==> config.mk <==
export PLATFORM = sky130hd
export DESIGN_NAME = sram_port_arb
export DESIGN_NICKNAME = d
export VERILOG_FILES = /design/src/rtl/sram_port_arb.sv
export SDC_FILE = /design/constraint.sdc
export NUM_CORES = 1
export LEC_CHECK = 0
export ABC_AREA = 1
export CAP_MARGIN = 20
export CORE_AREA = 2 2 108 110
export DETAILED_ROUTE_END_ITERATION = 10
export DIE_AREA = 0 0 110 112
export PLACE_DENSITY = 0.71
export SYNTH_ARGS = -nofsm -noshare
export SYNTH_HDL_FRONTEND = slang
export SYNTH_SLANG_ARGS = --single-unit
export TNS_END_PERCENT = 30
==> constraint.sdc <==
create_clock -name clk -period 3.39 [get_ports clk]
set_clock_uncertainty 0.1 [all_clocks]
set_input_delay 0.678 -clock clk [delete_from_list [all_inputs] [get_ports clk]]
set_output_delay 0.678 -clock clk [all_outputs]
set_load 0.05 [all_outputs]
==> src/rtl/sram_port_arb.sv <==
// Front-end for a simple dual-port SRAM: clears the array after reset or on clr, then shares
// the read and write ports among N clients with independent round-robin arbiters.
module sram_port_arb #(
    parameter int unsigned N    = 2,
    parameter int unsigned A    = 16,
    parameter int unsigned D    = 32,
    parameter int unsigned S    = 2,
    parameter int unsigned INIT = 1
) (
    input  logic           clk,
    input  logic           rst,
    input  logic           clr,
    output logic           init_done,
    input  logic [N-1:0]   rd_req_valid,
    output logic [N-1:0]   rd_req_ready,
    input  logic [N*A-1:0] rd_req_addr,
    output logic [N-1:0]   rd_rsp_valid,
    output logic [D-1:0]   rd_rsp_data,
    input  logic [N-1:0]   wr_req_valid,
    output logic [N-1:0]   wr_req_ready,
    input  logic [N*A-1:0] wr_req_addr,
    input  logic [N*D-1:0] wr_req_data,
    input  logic [N*S-1:0] wr_req_strb,
    output logic           sram_ren,
    output logic [A-1:0]   sram_raddr,
    input  logic [D-1:0]   sram_rdata,
    output logic           sram_wen,
    output logic [A-1:0]   sram_waddr,
    output logic [D-1:0]   sram_wdata,
    output logic [S-1:0]   sram_wstrb
);

    localparam int unsigned PW = $clog2(N);

    typedef enum logic {StClear, StRun} state_e;

    state_e          state_q, state_d;
    logic [A-1:0]    cnt_q, cnt_d;
    logic [PW-1:0]   rd_ptr_q, rd_ptr_d, wr_ptr_q, wr_ptr_d;
    logic [N-1:0]    rsp_valid_q;
    logic [PW-1:0]   rd_idx, wr_idx;
    logic            rd_any, wr_any, rd_gnt, wr_gnt, run;

    // Returns {found, index} of the first request at or after ptr, wrapping modulo N.
    function automatic logic [PW:0] rr_pick(input logic [N-1:0] req, input logic [PW-1:0] ptr);
        logic [PW:0] res;
        int          idx;
        res = '0;
        for (int k = N - 1; k >= 0; k--) begin
            idx = (int'(ptr) + k) % int'(N);
            if (req[idx]) res = {1'b1, PW'(idx)};
        end
        return res;
    endfunction

    always_comb begin
        run              = (state_q == StRun);
        {rd_any, rd_idx} = rr_pick(rd_req_valid, rd_ptr_q);
        {wr_any, wr_idx} = rr_pick(wr_req_valid, wr_ptr_q);
        rd_gnt           = run && rd_any;
        wr_gnt           = run && wr_any;
    end

    always_comb begin
        state_d  = state_q;
        cnt_d    = cnt_q;
        rd_ptr_d = rd_ptr_q;
        wr_ptr_d = wr_ptr_q;
        unique case (state_q)
            StClear: begin
                cnt_d = cnt_q + 1'b1;
                if (cnt_q == '1) state_d = StRun;
            end
            StRun: begin
                if (clr && INIT != 0) state_d = StClear;
            end
            default: state_d = state_q;
        endcase
        if (rd_gnt) rd_ptr_d = PW'((int'(rd_idx) + 1) % int'(N));
        if (wr_gnt) wr_ptr_d = PW'((int'(wr_idx) + 1) % int'(N));
    end

    always_comb begin
        rd_req_ready = '0;
        wr_req_ready = '0;
        if (rd_gnt) rd_req_ready[rd_idx] = 1'b1;
        if (wr_gnt) wr_req_ready[wr_idx] = 1'b1;
        init_done    = run;
        sram_ren     = rd_gnt;
        sram_raddr   = rd_req_addr[int'(rd_idx)*A +: A];
        // wr_idx falls back to client 0 when nobody requests, which keeps idle pins from client 0.
        sram_wen     = !run || wr_gnt;
        sram_waddr   = run ? wr_req_addr[int'(wr_idx)*A +: A] : cnt_q;
        sram_wdata   = run ? wr_req_data[int'(wr_idx)*D +: D] : '0;
        sram_wstrb   = run ? wr_req_strb[int'(wr_idx)*S +: S] : '1;
        rd_rsp_valid = rsp_valid_q;
        rd_rsp_data  = sram_rdata;
    end

    always_ff @(posedge clk or posedge rst) begin
        if (rst) begin
            state_q     <= (INIT != 0) ? StClear : StRun;
            cnt_q       <= '0;
            rd_ptr_q    <= '0;
            wr_ptr_q    <= '0;
            rsp_valid_q <= '0;
        end else begin
            state_q     <= state_d;
            cnt_q       <= cnt_d;
            rd_ptr_q    <= rd_ptr_d;
            wr_ptr_q    <= wr_ptr_d;
            rsp_valid_q <= rd_req_ready;
        end
    end

endmodule

### Word level (Yosys, flattened, before mapping)

Cells that the tools add are included.

* add/sub/neg operators: 5
* order comparisons: 8
* eq/ne operators: 1
* shift operators: 4
* muxes and demuxes: 26
* bitwise operators: 3
* reduce and logical (&&, ||, !) cells: 6

Operators with widths (count)
* $shiftx A32 B6 Y16: 2
* $shiftx A64 B7 Y32: 1
* $mux W32: 1
* $add A16 B1 Y16 const B: 1
* $eq A16 B16 Y1 const B: 1
* $mux W16: 1
* $mux W1: 14
* $mux W2: 7
* $lt A1 B2 Y1 const B: 4
* $lt A2 B3 Y1 const B: 2
* $add A1 B1 Y1 const B: 4
* $logic_and A1 B1 Y1: 4
* $shiftx A4 B3 Y2: 1
* $and A1 B1 Y1 const A: 2
* $demux W1 S1: 2
* $ge A1 B1 Y1 const B: 2
* $pmux W1 S2: 1
* $logic_not A1 Y1: 1
* $logic_or A1 B1 Y1: 1
* $not A1 Y1: 1

* register bits after elaboration: 21
* input bits: 171
* word-level logic and storage cells: 58

### Longest topological paths before layout

Gate-level depths: netlist (run 1).

* depth in word-level cells: 12
* mapped depth: 9
* depth with buffers taken out: 9

### Worst setup path before layout (run 1)

OpenSTA, ideal clock, no wires.

* path kind: input port to output port
* start point: input port wr_req_valid[1]
* end point: output port sram_waddr[0]
* arrival time: 2.077 ns
* path slack: 0.535 ns
* stages: 3
* buffers on the path: 0
* path through: a21boi_4 > o21ai_0 > o21ai_0

* cells in the longest elaborated chain, start to end: 7
* elaborated cells on any way between the ends: 9

RTL lines
* start, declared: RTL line 19 `input logic [N-1:0] wr_req_valid,`
* $mux W1 (not written as such) (3 in a row): RTL line 51 `if (req[idx]) res = {1'b1, PW'(idx)};`
* $mux W2: RTL line 51
* $mux W2 *: RTL line 51
* $shiftx A32 B6 Y16 *: RTL line 93 `sram_waddr = run ? wr_req_addr[int'(wr_idx)*A +: A] : cnt_q;`
* $mux W16 *: RTL line 93
* end, declared: RTL line 28 `output logic [A-1:0] sram_waddr,`

Every way passes the cells marked *; elsewhere a longest branch is shown, timed or not. The select of a mux whose other input is x is not followed.

### Final worst setup path (run 1)

* start point: input port wr_req_valid[0]
* end point: output port sram_waddr[8]

Same word-level chain as after synthesis.

==> PnR_summary.wiki, run 1 <==
{| class="wikitable"
! Metric !! Value
|-
| Global routing usage on met1 || 0.1892
|-
| Iteration count of the initial detailed-routing pass || 5
|-
| Routing usage on met3 || 0.03220
|-
| Met2 Use GR || 0.2924
|-
| GR Util All Layers || 0.1642
|-
| Top-area cell type share of the netlist area || 0.2251
|-
| Clock root buffer || sky130_fd_sc_hd__clkbuf_16
|-
| Final WL || 10530 um
|-
| I/O pin count || 278
|-
| Most congested layer reported by global routing || met2
|-
| Yosys warning total || 0
|-
| Count of distinct cell types in the synthesized netlist || 24
|-
| Result of the run || finished, final reports clean
|-
| Clock-pin slew of the registers on the worst-case setup and hold paths || 0.06 ns
|-
| Post-placement cell count || 717
|-
| Maximum frequency from static timing analysis || 0.3132 GHz
|-
| Largest net degree at the start of global routing || 57
|-
| TritonCTS clock tree || done
|-
| Number of buffer cells added on primary ports || 213
|-
| Crit-path max FO || 37
|-
| DIE AREA || 12320 um^2
|-
| Detailed-route wire length per cell || 14.61 um
|-
| Critical path class || in2out
|-
| Number of maximum-capacitance constraint violations || 0
|-
| Post-synthesis register bit count || 21
|-
| Number of buffers inserted by hold repair at cts || 0
|-
| Number of pins exceeding their max-slew limit in the final report || 0
|-
| Sinks on Clock Net || 21
|-
| # Post-CTS Setup Buffers || 0
|-
| Vias in the first global route || 3205
|-
| Leakage power total || 2.191 nW
|-
| Crit path buffers/inverters || 3
|-
| Main area contributors after synthesis || sky130_fd_sc_hd__dfrtp_1 23%, sky130_fd_sc_hd__nand2_1 17%, sky130_fd_sc_hd__nor2_1 17%, sky130_fd_sc_hd__buf_4 12%, sky130_fd_sc_hd__o21ai_0 9.0%
|-
| Share of synthesized area occupied by flip-flops and latches || 0.2251
|-
| Die Height || 112 um
|-
| Crit path cell chain || clkdlybuf4s50_1, nand2_1, nand2_2, buf_12, a21oi_1, a21oi_1, buf_12
|-
| Post-detail-place hpwl || 8657 um
|-
| Delay-heaviest family, CP || buffers and inverters
|-
| Power Total || 0.001462 W
|-
| Effective utilization at floorplan || 0.2089
|-
| Resized Gates After CTS || 0
|-
| Horiz. Die Dim || 110 um
|-
| Synthesized instance count || 407
|-
| Vias per cell || 4.448
|-
| Final Wtd Congestion || 0.9102
|-
| Kind of capture point of the worst setup path || primary output
|-
| Final hold vios || 0
|-
| Antenna violation net count after detailed routing || 0
|-
| Final Net Count || 751
|-
| Power density cells || 297.4 nW/um^2
|-
| Share of the cycle needed by the critical path after routing || 0.9419
|-
| Hold crit path type || reg2reg
|-
| Data arrival time of the critical path || 2.41 ns
|-
| Post-Synthesis Net Count || 579
|-
| Critical Path Slowest Stage Cell || sky130_fd_sc_hd__clkdlybuf4s50_1
|-
| Maximum cell stage delay along the critical path || 0.58 ns
|-
| Deepest clock path buffer count || 2
|-
| Initial antenna violation count || 0
|-
| Total DRC errors in the routed layout || 0
|-
| Avg Cell Area, Syn || 5.736 um^2
|-
| Maximum level of the CTS H-tree || 1
|-
| Standard cell core area || 11170 um^2
|-
| GRT overflow || 0
|-
| Cell type with the largest total area after synthesis || sky130_fd_sc_hd__dfrtp_1
|-
| Data required time of the worst path || 2.61 ns
|-
| Clock period minus worst slack || 3.193 ns
|-
| DR vias || 3207
|-
| Non-filler cells, final || 721
|-
| Endpoints failing setup || 0
|-
| Worst skew pair latency || 0.25 ns
|-
| Kind of start point of the critical path || input pin
|-
| Antenna diode instance count || 0
|-
| Most common library cell in the layout ignoring fill and taps || sky130_fd_sc_hd__clkdlybuf4s50_1
|-
| Layout cells sized above 1 || 0.1540
|-
| Maximum resistive drop on vdd || 0.2396 mV
|-
| Setup repair after global routing missed its margin || no
|-
| Std cell rows || 39
|-
| Area overhead of the layout relative to synthesis || 110.6%
|-
| 1st-iter DRT viols || 213
|-
| Clock buffer count from CTS || 3
|-
| Pin slew with the least headroom to its limit || 0.8576 ns
|-
| Worst relative slew slack || 0.4276
|-
| Wire length of the first global-routing pass || 15950 um
|-
| Accumulated negative setup slack || 0 ns
|-
| Most frequent cells in the layout || 141 x sky130_fd_sc_hd__clkdlybuf4s50_1, 108 x sky130_fd_sc_hd__nand2_1, 103 x sky130_fd_sc_hd__nor2_1
|-
| Syn Std Cell Area || 2335 um^2
|}
==> worst paths after layout <==
| path | startpoint | endpoint | slack (ns) | cells past startpoint |
|---|---|---|---|---|
| max | wr_req_valid[0] | sram_waddr[8] | 0.20 | 7 |
| min | cnt_q[3] | cnt_q[3] | 0.42 | 1 |
| max reg2reg | init_done | cnt_q[15] | 1.52 | 7 |
| min reg2reg | cnt_q[3] | cnt_q[3] | 0.42 | 1 |
| max in group asynchronous | rst | init_done | 1.80 | 2 |
| min in group asynchronous | rst | rd_rsp_valid[0] | 0.80 | 2 |
==> registers in the layout, indices dropped and copies added, names as in the netlist <==
signal	count
rd_rsp_valid	2
cnt_q	16
init_done	1
wr_ptr_q	1
rd_ptr_q	1
==> where the power goes <==
| part | leakage [nW] | total, W | switching [W] | internal (W) |
|---|---|---|---|---|
| combinational | 1.88 | 0.000855 | 0.000451 | 0.000404 |
| sequential | 0.272 | 0.000350 | 0.0000542 | 0.000296 |
| clock | 0.0409 | 0.000257 | 0.0000981 | 0.000159 |
==> kinds of logic after synthesis <==
group	after synthesis	share of synthesized area
XOR/XNOR	7	0.02626
buffers and inverters	78	0.1972
adder cells (fa/ha/maj)	1	0.005358
AND/OR/NAND/NOR	228	0.3810
AO/OA/AOI/OAI	72	0.1651
flip-flops	21	0.2251
==> through the flow <==
stage	instance area, um^2	hold WS [ns]	worst slack [ns]	util
2_1_floorplan	2335	0.3623	0.5350	-
3_3_place_gp	4837	0.3831	0.2704	0.4329
3_5_place_dp	4837	0.4062	0.2036	0.4329
4_1_cts	4917	0.4187	0.1963	0.4400
5_1_grt	4917	0.4550	0.05576	0.4400
6_report	4917	0.4162	0.1971	0.4400
==> area by class of cell <==
cell class	instances	area [um^2]
sequential	21	526.8
tap	143	178.9
inverter	26	97.59
timing repair buffer	219	2685
clock inverter	1	5.005
clock buffer	3	75.07
fill	1085	6257
multi-input combinational	308	1349
==> worst reg2reg max path: cells and delay by family, from the launching register on <==
kind / cells / cell delay [ns]
flops: 1 / 0.45
buf+inv: 2 / 0.77
simple gates: 5 / 0.45
==> metal layers <==
metal  vias to the layer above  wire [um]
li1                       1577          -
met1                      1489       4142
met2                       111       5356
met3                        30        736
met4                         0        299
met5                         -          0
==> synthesized netlist by cell type, drive strengths merged <==
master / n
xor2: 3
nand3: 8
inv: 26
and2: 1
nor3: 2
nand3b: 2
ha: 1
xnor2: 4
a21oi: 25
buf: 48
nand2: 109
nor2: 104
o21ai: 46
nand4: 2
dfrtp: 21
clkbuf: 4
a21boi: 1
Power figures use the tool's default switching activity.
==> inputs of run 2 (changes only) <==
--- a/config.mk
+++ b/config.mk
@@ -8,6 +8,7 @@
 export ABC_AREA = 1
 export CAP_MARGIN = 20
 export CORE_AREA = 2 2 108 110
+export CTS_CLUSTER_DIAMETER = 50
 export DETAILED_ROUTE_END_ITERATION = 10
 export DIE_AREA = 0 0 110 112
 export PLACE_DENSITY = 0.71
==> results of run 2 <==
No change in the layout: final DEF, timing and power equal those of run 1.
==> inputs of run 3 (changes only) <==
--- a/config.mk
+++ b/config.mk
@@ -6,7 +6,6 @@
 export NUM_CORES = 1
 export LEC_CHECK = 0
 export ABC_AREA = 1
-export CAP_MARGIN = 20
 export CORE_AREA = 2 2 108 110
 export CTS_CLUSTER_DIAMETER = 50
 export DETAILED_ROUTE_END_ITERATION = 10
==> results of run 3 <==
No change in the layout: final DEF, timing and power equal those of run 1.
